===== src/rtl/id_pkg.sv =====
// Shared constants for the decode/register-read stage: instruction field
// positions, default widths and a field-extraction helper.
package id_pkg;

  localparam int DEF_XLEN  = 32;
  localparam int DEF_NREGS = 32;
  localparam int INST_W    = 32;
  localparam int FIELD_W   = 5;

  localparam int RD_LSB     = 7;
  localparam int RD_MSB     = 11;
  localparam int FUNCT3_LSB = 12;
  localparam int FUNCT3_MSB = 14;
  localparam int RS1_LSB    = 15;
  localparam int RS1_MSB    = 19;
  localparam int RS2_LSB    = 20;
  localparam int RS2_MSB    = 24;

  typedef struct packed {
    logic [FIELD_W-1:0] rs1;
    logic [FIELD_W-1:0] rs2;
    logic [FIELD_W-1:0] rd;
    logic [2:0]         funct3;
  } inst_fields_t;

  function automatic inst_fields_t decode_fields(input logic [INST_W-1:0] inst);
    inst_fields_t f;
    f.rs1    = inst[RS1_MSB:RS1_LSB];
    f.rs2    = inst[RS2_MSB:RS2_LSB];
    f.rd     = inst[RD_MSB:RD_LSB];
    f.funct3 = inst[FUNCT3_MSB:FUNCT3_LSB];
    return f;
  endfunction

endpackage


===== src/rtl/id_regfile.sv =====
// Architectural register file: two asynchronous read ports with same-cycle
// writeback bypass, one synchronous write port, hard-wired zero register.
module id_regfile
  import id_pkg::*;
#(
  parameter int XLEN       = DEF_XLEN,
  parameter int NREGS      = DEF_NREGS,
  parameter int RESET_INIT = 1,
  localparam int AW        = $clog2(NREGS)
) (
  input  logic            clk,
  input  logic            reset,
  input  logic [AW-1:0]   rs1_idx,
  input  logic [AW-1:0]   rs2_idx,
  output logic [XLEN-1:0] rs1_data,
  output logic [XLEN-1:0] rs2_data,
  input  logic            wb_en,
  input  logic [AW-1:0]   wb_rd,
  input  logic [XLEN-1:0] wb_data
);

  logic [XLEN-1:0] regs [NREGS];
  logic            wb_live;

  // A write to index 0 is architecturally a no-op, so it never qualifies.
  assign wb_live = wb_en && (wb_rd != '0);

  function automatic logic [XLEN-1:0] read_port(
    input logic [AW-1:0]   idx,
    input logic            wr_live,
    input logic [AW-1:0]   wr_idx,
    input logic [XLEN-1:0] wr_data,
    input logic [XLEN-1:0] stored
  );
    if (idx == '0)
      return '0;
    else if (wr_live && (wr_idx == idx))
      return wr_data;
    else
      return stored;
  endfunction

  always_ff @(posedge clk) begin
    if (reset) begin
      for (int i = 0; i < NREGS; i++)
        regs[i] <= ((RESET_INIT != 0) && (i != 0)) ? XLEN'(i) : '0;
    end else if (wb_live) begin
      regs[wb_rd] <= wb_data;
    end
  end

  always_comb begin
    rs1_data = read_port(rs1_idx, wb_live, wb_rd, wb_data, regs[rs1_idx]);
    rs2_data = read_port(rs2_idx, wb_live, wb_rd, wb_data, regs[rs2_idx]);
  end

endmodule


===== src/rtl/id_regfile_pipe.sv =====
// Decode stage: reads operands for the incoming instruction and holds them in
// a single ID/EX register slice with valid/ready handshake and flush.
module id_regfile_pipe
  import id_pkg::*;
#(
  parameter int XLEN       = DEF_XLEN,
  parameter int NREGS      = DEF_NREGS,
  parameter int RESET_INIT = 1,
  localparam int AW        = $clog2(NREGS)
) (
  input  logic            clk,
  input  logic            reset,
  input  logic            in_valid,
  output logic            in_ready,
  input  logic [XLEN-1:0] pc_in,
  input  logic [31:0]     inst_in,
  input  logic            wb_en,
  input  logic [AW-1:0]   wb_rd,
  input  logic [XLEN-1:0] wb_data,
  input  logic            flush,
  input  logic            ex_ready,
  output logic            ex_valid,
  output logic [XLEN-1:0] pc_ex,
  output logic [31:0]     inst_ex,
  output logic [XLEN-1:0] rs1_ex,
  output logic [XLEN-1:0] rs2_ex,
  output logic [AW-1:0]   rs1_idx_ex,
  output logic [AW-1:0]   rs2_idx_ex,
  output logic [AW-1:0]   rd_ex,
  output logic [2:0]      funct3_ex
);

  inst_fields_t    fields_p0;
  logic [AW-1:0]   rs1_idx_p0;
  logic [AW-1:0]   rs2_idx_p0;
  logic [AW-1:0]   rd_idx_p0;
  logic [XLEN-1:0] rs1_val_p0;
  logic [XLEN-1:0] rs2_val_p0;
  logic            accept;
  logic            hold;

  function automatic logic wb_hits(
    input logic          en,
    input logic [AW-1:0] wr_idx,
    input logic [AW-1:0] held_idx
  );
    return en && (wr_idx != '0) && (wr_idx == held_idx);
  endfunction

  // ID: field decode and operand read
  assign fields_p0  = decode_fields(inst_in);
  assign rs1_idx_p0 = fields_p0.rs1[AW-1:0];
  assign rs2_idx_p0 = fields_p0.rs2[AW-1:0];
  assign rd_idx_p0  = fields_p0.rd[AW-1:0];

  id_regfile #(
    .XLEN       (XLEN),
    .NREGS      (NREGS),
    .RESET_INIT (RESET_INIT)
  ) u_regfile (
    .clk      (clk),
    .reset    (reset),
    .rs1_idx  (rs1_idx_p0),
    .rs2_idx  (rs2_idx_p0),
    .rs1_data (rs1_val_p0),
    .rs2_data (rs2_val_p0),
    .wb_en    (wb_en),
    .wb_rd    (wb_rd),
    .wb_data  (wb_data)
  );

  assign in_ready = !ex_valid || ex_ready;
  assign accept   = in_valid && in_ready;
  assign hold     = ex_valid && !ex_ready;

  // ID/EX boundary
  always_ff @(posedge clk) begin
    if (reset)
      ex_valid <= 1'b0;
    else if (flush)
      ex_valid <= 1'b0;
    else if (accept)
      ex_valid <= 1'b1;
    else if (ex_ready)
      ex_valid <= 1'b0;
  end

  // While stalled, a writeback to a held source keeps the operand current.
  always_ff @(posedge clk) begin
    if (reset) begin
      pc_ex      <= '0;
      inst_ex    <= '0;
      rs1_ex     <= '0;
      rs2_ex     <= '0;
      rs1_idx_ex <= '0;
      rs2_idx_ex <= '0;
      rd_ex      <= '0;
      funct3_ex  <= '0;
    end else if (accept) begin
      pc_ex      <= pc_in;
      inst_ex    <= inst_in;
      rs1_ex     <= rs1_val_p0;
      rs2_ex     <= rs2_val_p0;
      rs1_idx_ex <= rs1_idx_p0;
      rs2_idx_ex <= rs2_idx_p0;
      rd_ex      <= rd_idx_p0;
      funct3_ex  <= fields_p0.funct3;
    end else if (hold) begin
      if (wb_hits(wb_en, wb_rd, rs1_idx_ex))
        rs1_ex <= wb_data;
      if (wb_hits(wb_en, wb_rd, rs2_idx_ex))
        rs2_ex <= wb_data;
    end
  end

endmodule

===== config.mk =====
export PLATFORM = sky130hd
export DESIGN_NAME = id_regfile_pipe
export DESIGN_NICKNAME = d
export VERILOG_FILES = /design/src/rtl/id_pkg.sv /design/src/rtl/id_regfile.sv /design/src/rtl/id_regfile_pipe.sv
export SDC_FILE = /design/constraint.sdc
export NUM_CORES = 2
export LEC_CHECK = 0
export ABC_AREA = 1
export CAP_MARGIN = 40
export CORE_AREA = 5 5 513 515
export CTS_BUF_LIST = sky130_fd_sc_hd__clkbuf_4
export DETAILED_ROUTE_END_ITERATION = 7
export DIE_AREA = 0 0 518 520
export MAX_ROUTING_LAYER = met4
export SYNTH_ARGS = -nofsm -noshare
export SYNTH_HDL_FRONTEND = slang
export SYNTH_SLANG_ARGS = --single-unit

===== constraint.sdc =====
create_clock -name clk -period 7.2 [get_ports clk]
set_clock_uncertainty 0.2 [all_clocks]
set_input_delay 1.44 -clock clk [delete_from_list [all_inputs] [get_ports clk]]
set_output_delay 1.44 -clock clk [all_outputs]
set_load 0.05 [all_outputs]

==> results.toml <==
[outcome]
outcome = "finished, final reports clean"

[cts]
post-cts-setup-buffer-count = 0
hold_buffers = 0
clkSinkCount = 1153
cts_max_path_buffers = 4
cts_htree_levels = 5
clk_pin_slew_worst_paths_ns = 0.06
cts_inserted_buffers = 335
cts_resized = 0
cts_root_buf = "clkbuf_4"
cts_tree = "done"
insertion_delay_ns = 1.36

[run]
cap_violations = 0

[timing]
post-route-worst-setup-slack_ns = 2.49
worst_hold_slack_ns = 0.311
setup_tns_ns = 0
min_period_over_period = 0.654
slew_headroom = 0.220
finalSetupViolations = 0
period_needed_ns = 4.71
rsz0062_at_grt = "false"
tightest_slew_ns = 1.17
fmax_ghz = 0.212
drv_slew = 0
hold_viol_final = 0

[critical_path]
cp_common_cell = "clkdlybuf4s50_1"
rrSetupSlack_ns = 4.00
worstPathCellList = "clkdlybuf4s50_1, nor2_1, inv_1, clkdlybuf4s50_1"
critPathArrivalTime_ns = 3.07
reg2reg_to = "rs1_ex[6]$_SDFFE_PP0P_"
cp_max_fo = 4
crit_path_max_incr_delay_ns = 0.87
crit_start = "ex_ready"
crit_slowest_cell = "clkdlybuf4s50_1"
worstReg2RegStart = "ex_valid$_SDFFE_PP0P_"
end_kind = "output port"
reg2reg_depth = 10
cp-endpoint = "in_ready"
cp-start-kind = "primary input"
crit_required_ns = 5.56
worstSetupPathType = "primary input to output port"

[layout]
final_util = 0.287
syn2layout_area_growth_pct = 15.6
nNetsFinal = 8685
design_area_sq_mm = 0.0740
fillCellCount = 27900
final_cells = 12200
drive_gt1_frac = 0.0852

[detailed_routing]
ant_nets = 0
wl_per_cell_microns = 21.8
vias_per_cell = 4.94
wl_microns = 266000
vias = 60300
drc = 0
drtPass1Iterations = 7
drt_iter0_markers = 8809

[logic_synthesis]
ys_types = 27
synth_cells = 8486
yosys_register_bits = 1153
synthesis.area_sq_mm = 0.0640
seq_area_frac_synth = 0.521
synthesis.yosys.warnings = 0
avgSynthCellArea_sq_um = 7.55

[floorplan]
placementRows = 187
die_h_microns = 520
die_area_sq_mm = 0.269
initial_core_util = 0.248
fp.coreArea_sq_mm = 0.258
pin_count = 255
die_x_microns = 518

[place]
dp_hpwl_microns = 170000
portBuffers = 254
place.gp.congestion = 1.02
placed_area_sq_mm = 0.0701
pre_cts_slack_ns = 1.67
placed_cells = 11600

[global_routing]
grt_antenna_before_repair = 15
overflow = 0
grt_max_degree = 198
grt_pass1_wl_microns = 379000
grt_pass1_vias = 55200
grt_use_total = 0.193

[power_and_ir_drop]
leakage_nw = 31.5
ir_worst_vdd_mv = 0.149
power_density_mw_per_mm2 = 225
p_total_mw = 16.7

[worst_hold_path]
hold_depth = 2
hold_path_class = "register to register"
## cell type report
type | count | area, sq um | area share
Multi-Input combinational cell | 5875 | 24900 | 0.336
Inverter | 803 | 3050 | 0.0412
Clock inverter | 55 | 215 | 0.00291
Antenna cell | 14 | 35.0 | 0.000473
Sequential cell | 1153 | 33300 | 0.450
Timing Repair Buffer | 410 | 4550 | 0.0614
Tap cell | 3402 | 4260 | 0.0575
Clock buffer | 493 | 3700 | 0.0500
## sequential cells by signal, indices dropped and copies added (netlist names)
register        cells
ex_valid            1
inst_ex            32
rs1_ex             32
pc_ex              32
u_regfile.regs   1024
rs2_ex             32
## kinds of logic after synthesis
group | count (synthesis) | synth area share
AOI/OAI and AO/OA | 660 | 0.0563
xor gates and xnor gates | 18 | 0.00246
and+or+nand+nor | 5165 | 0.326
DFF | 1153 | 0.521
buffers and inverters | 1489 | 0.0943
other | 1 | 0.0000586
## power by group
group / total [mW] / leakage, nW / switching (mW) / internal [mW]
logic: 2.79 / 18.3 / 2.07 / 0.714
registers: 7.84 / 10.9 / 0.185 / 7.65
clock network: 6.03 / 2.38 / 2.93 / 3.10
## critical path: cells and delay by family
family,cells,cell delay [ns]
buffers and inverters,3,1.56
and+or+nand+nor,1,0.08
## routing by layer
layer | track usage | wire length (microns) | vias up
met5 | - | 0 | -
met4 | 0.135 | 21200 | 0
met3 | 0.0436 | 28600 | 889
met2 | 0.290 | 118000 | 3796
met1 | 0.230 | 97700 | 28100
li1 | - | - | 27500
## cells in the final DEF, fill, tap and decap left out, types with 6 or more instances in the layout
master,instances
nor3_1,9
nor2_4,7
diode_2,14
buf_12,29
nand2_1,2449
edfxtp_1,1024
inv_2,23
a21oi_1,128
nor2_1,1526
xnor2_1,10
xor2_1,8
nand3_1,1128
buf_16,24
clkdlybuf4s50_1,243
clkbuf_4,493
buf_4,106
o211ai_1,116
nor2_2,6
clkinv_2,6
nand2_2,34
dfxtp_1,129
conb_1,32
inv_1,778
o21ai_0,414
clkinv_1,45
## worst min-delay path by stage
stage,start,to,slack (ns)
2_1_floorplan,inst_ex[0]$_SDFFE_PP0P_,inst_ex[0]$_SDFFE_PP0P_,0.55
3_3_place_gp,pc_ex[1]$_SDFFE_PP0P_,pc_ex[1]$_SDFFE_PP0P_,0.29
3_5_place_dp,inst_ex[3]$_SDFFE_PP0P_,inst_ex[3]$_SDFFE_PP0P_,0.30
4_1_cts,inst_ex[3]$_SDFFE_PP0P_,inst_ex[3]$_SDFFE_PP0P_,0.32
5_1_grt,pc_ex[29]$_SDFFE_PP0P_,pc_ex[29]$_SDFFE_PP0P_,0.34
6_report,inst_ex[3]$_SDFFE_PP0P_,inst_ex[3]$_SDFFE_PP0P_,0.31
## Yosys cell counts, drive strengths merged
library cell  number  share of area
buf              343          0.027
nor3               9        0.00070
o211ai           116          0.014
dfxtp            129          0.040
edfxtp          1024           0.48
inv              800          0.047
a211oi             1        0.00012
xnor2             10         0.0014
o21ai            415          0.033
xor2               8         0.0011
conb               1       0.000059
nand3           1133          0.089
clkinv             3        0.00018
a21oi            128          0.010
nand2           2483           0.15
nor2            1540          0.091
clkbuf           343          0.020
No activity file was read; power rests on OpenSTA's default activity.
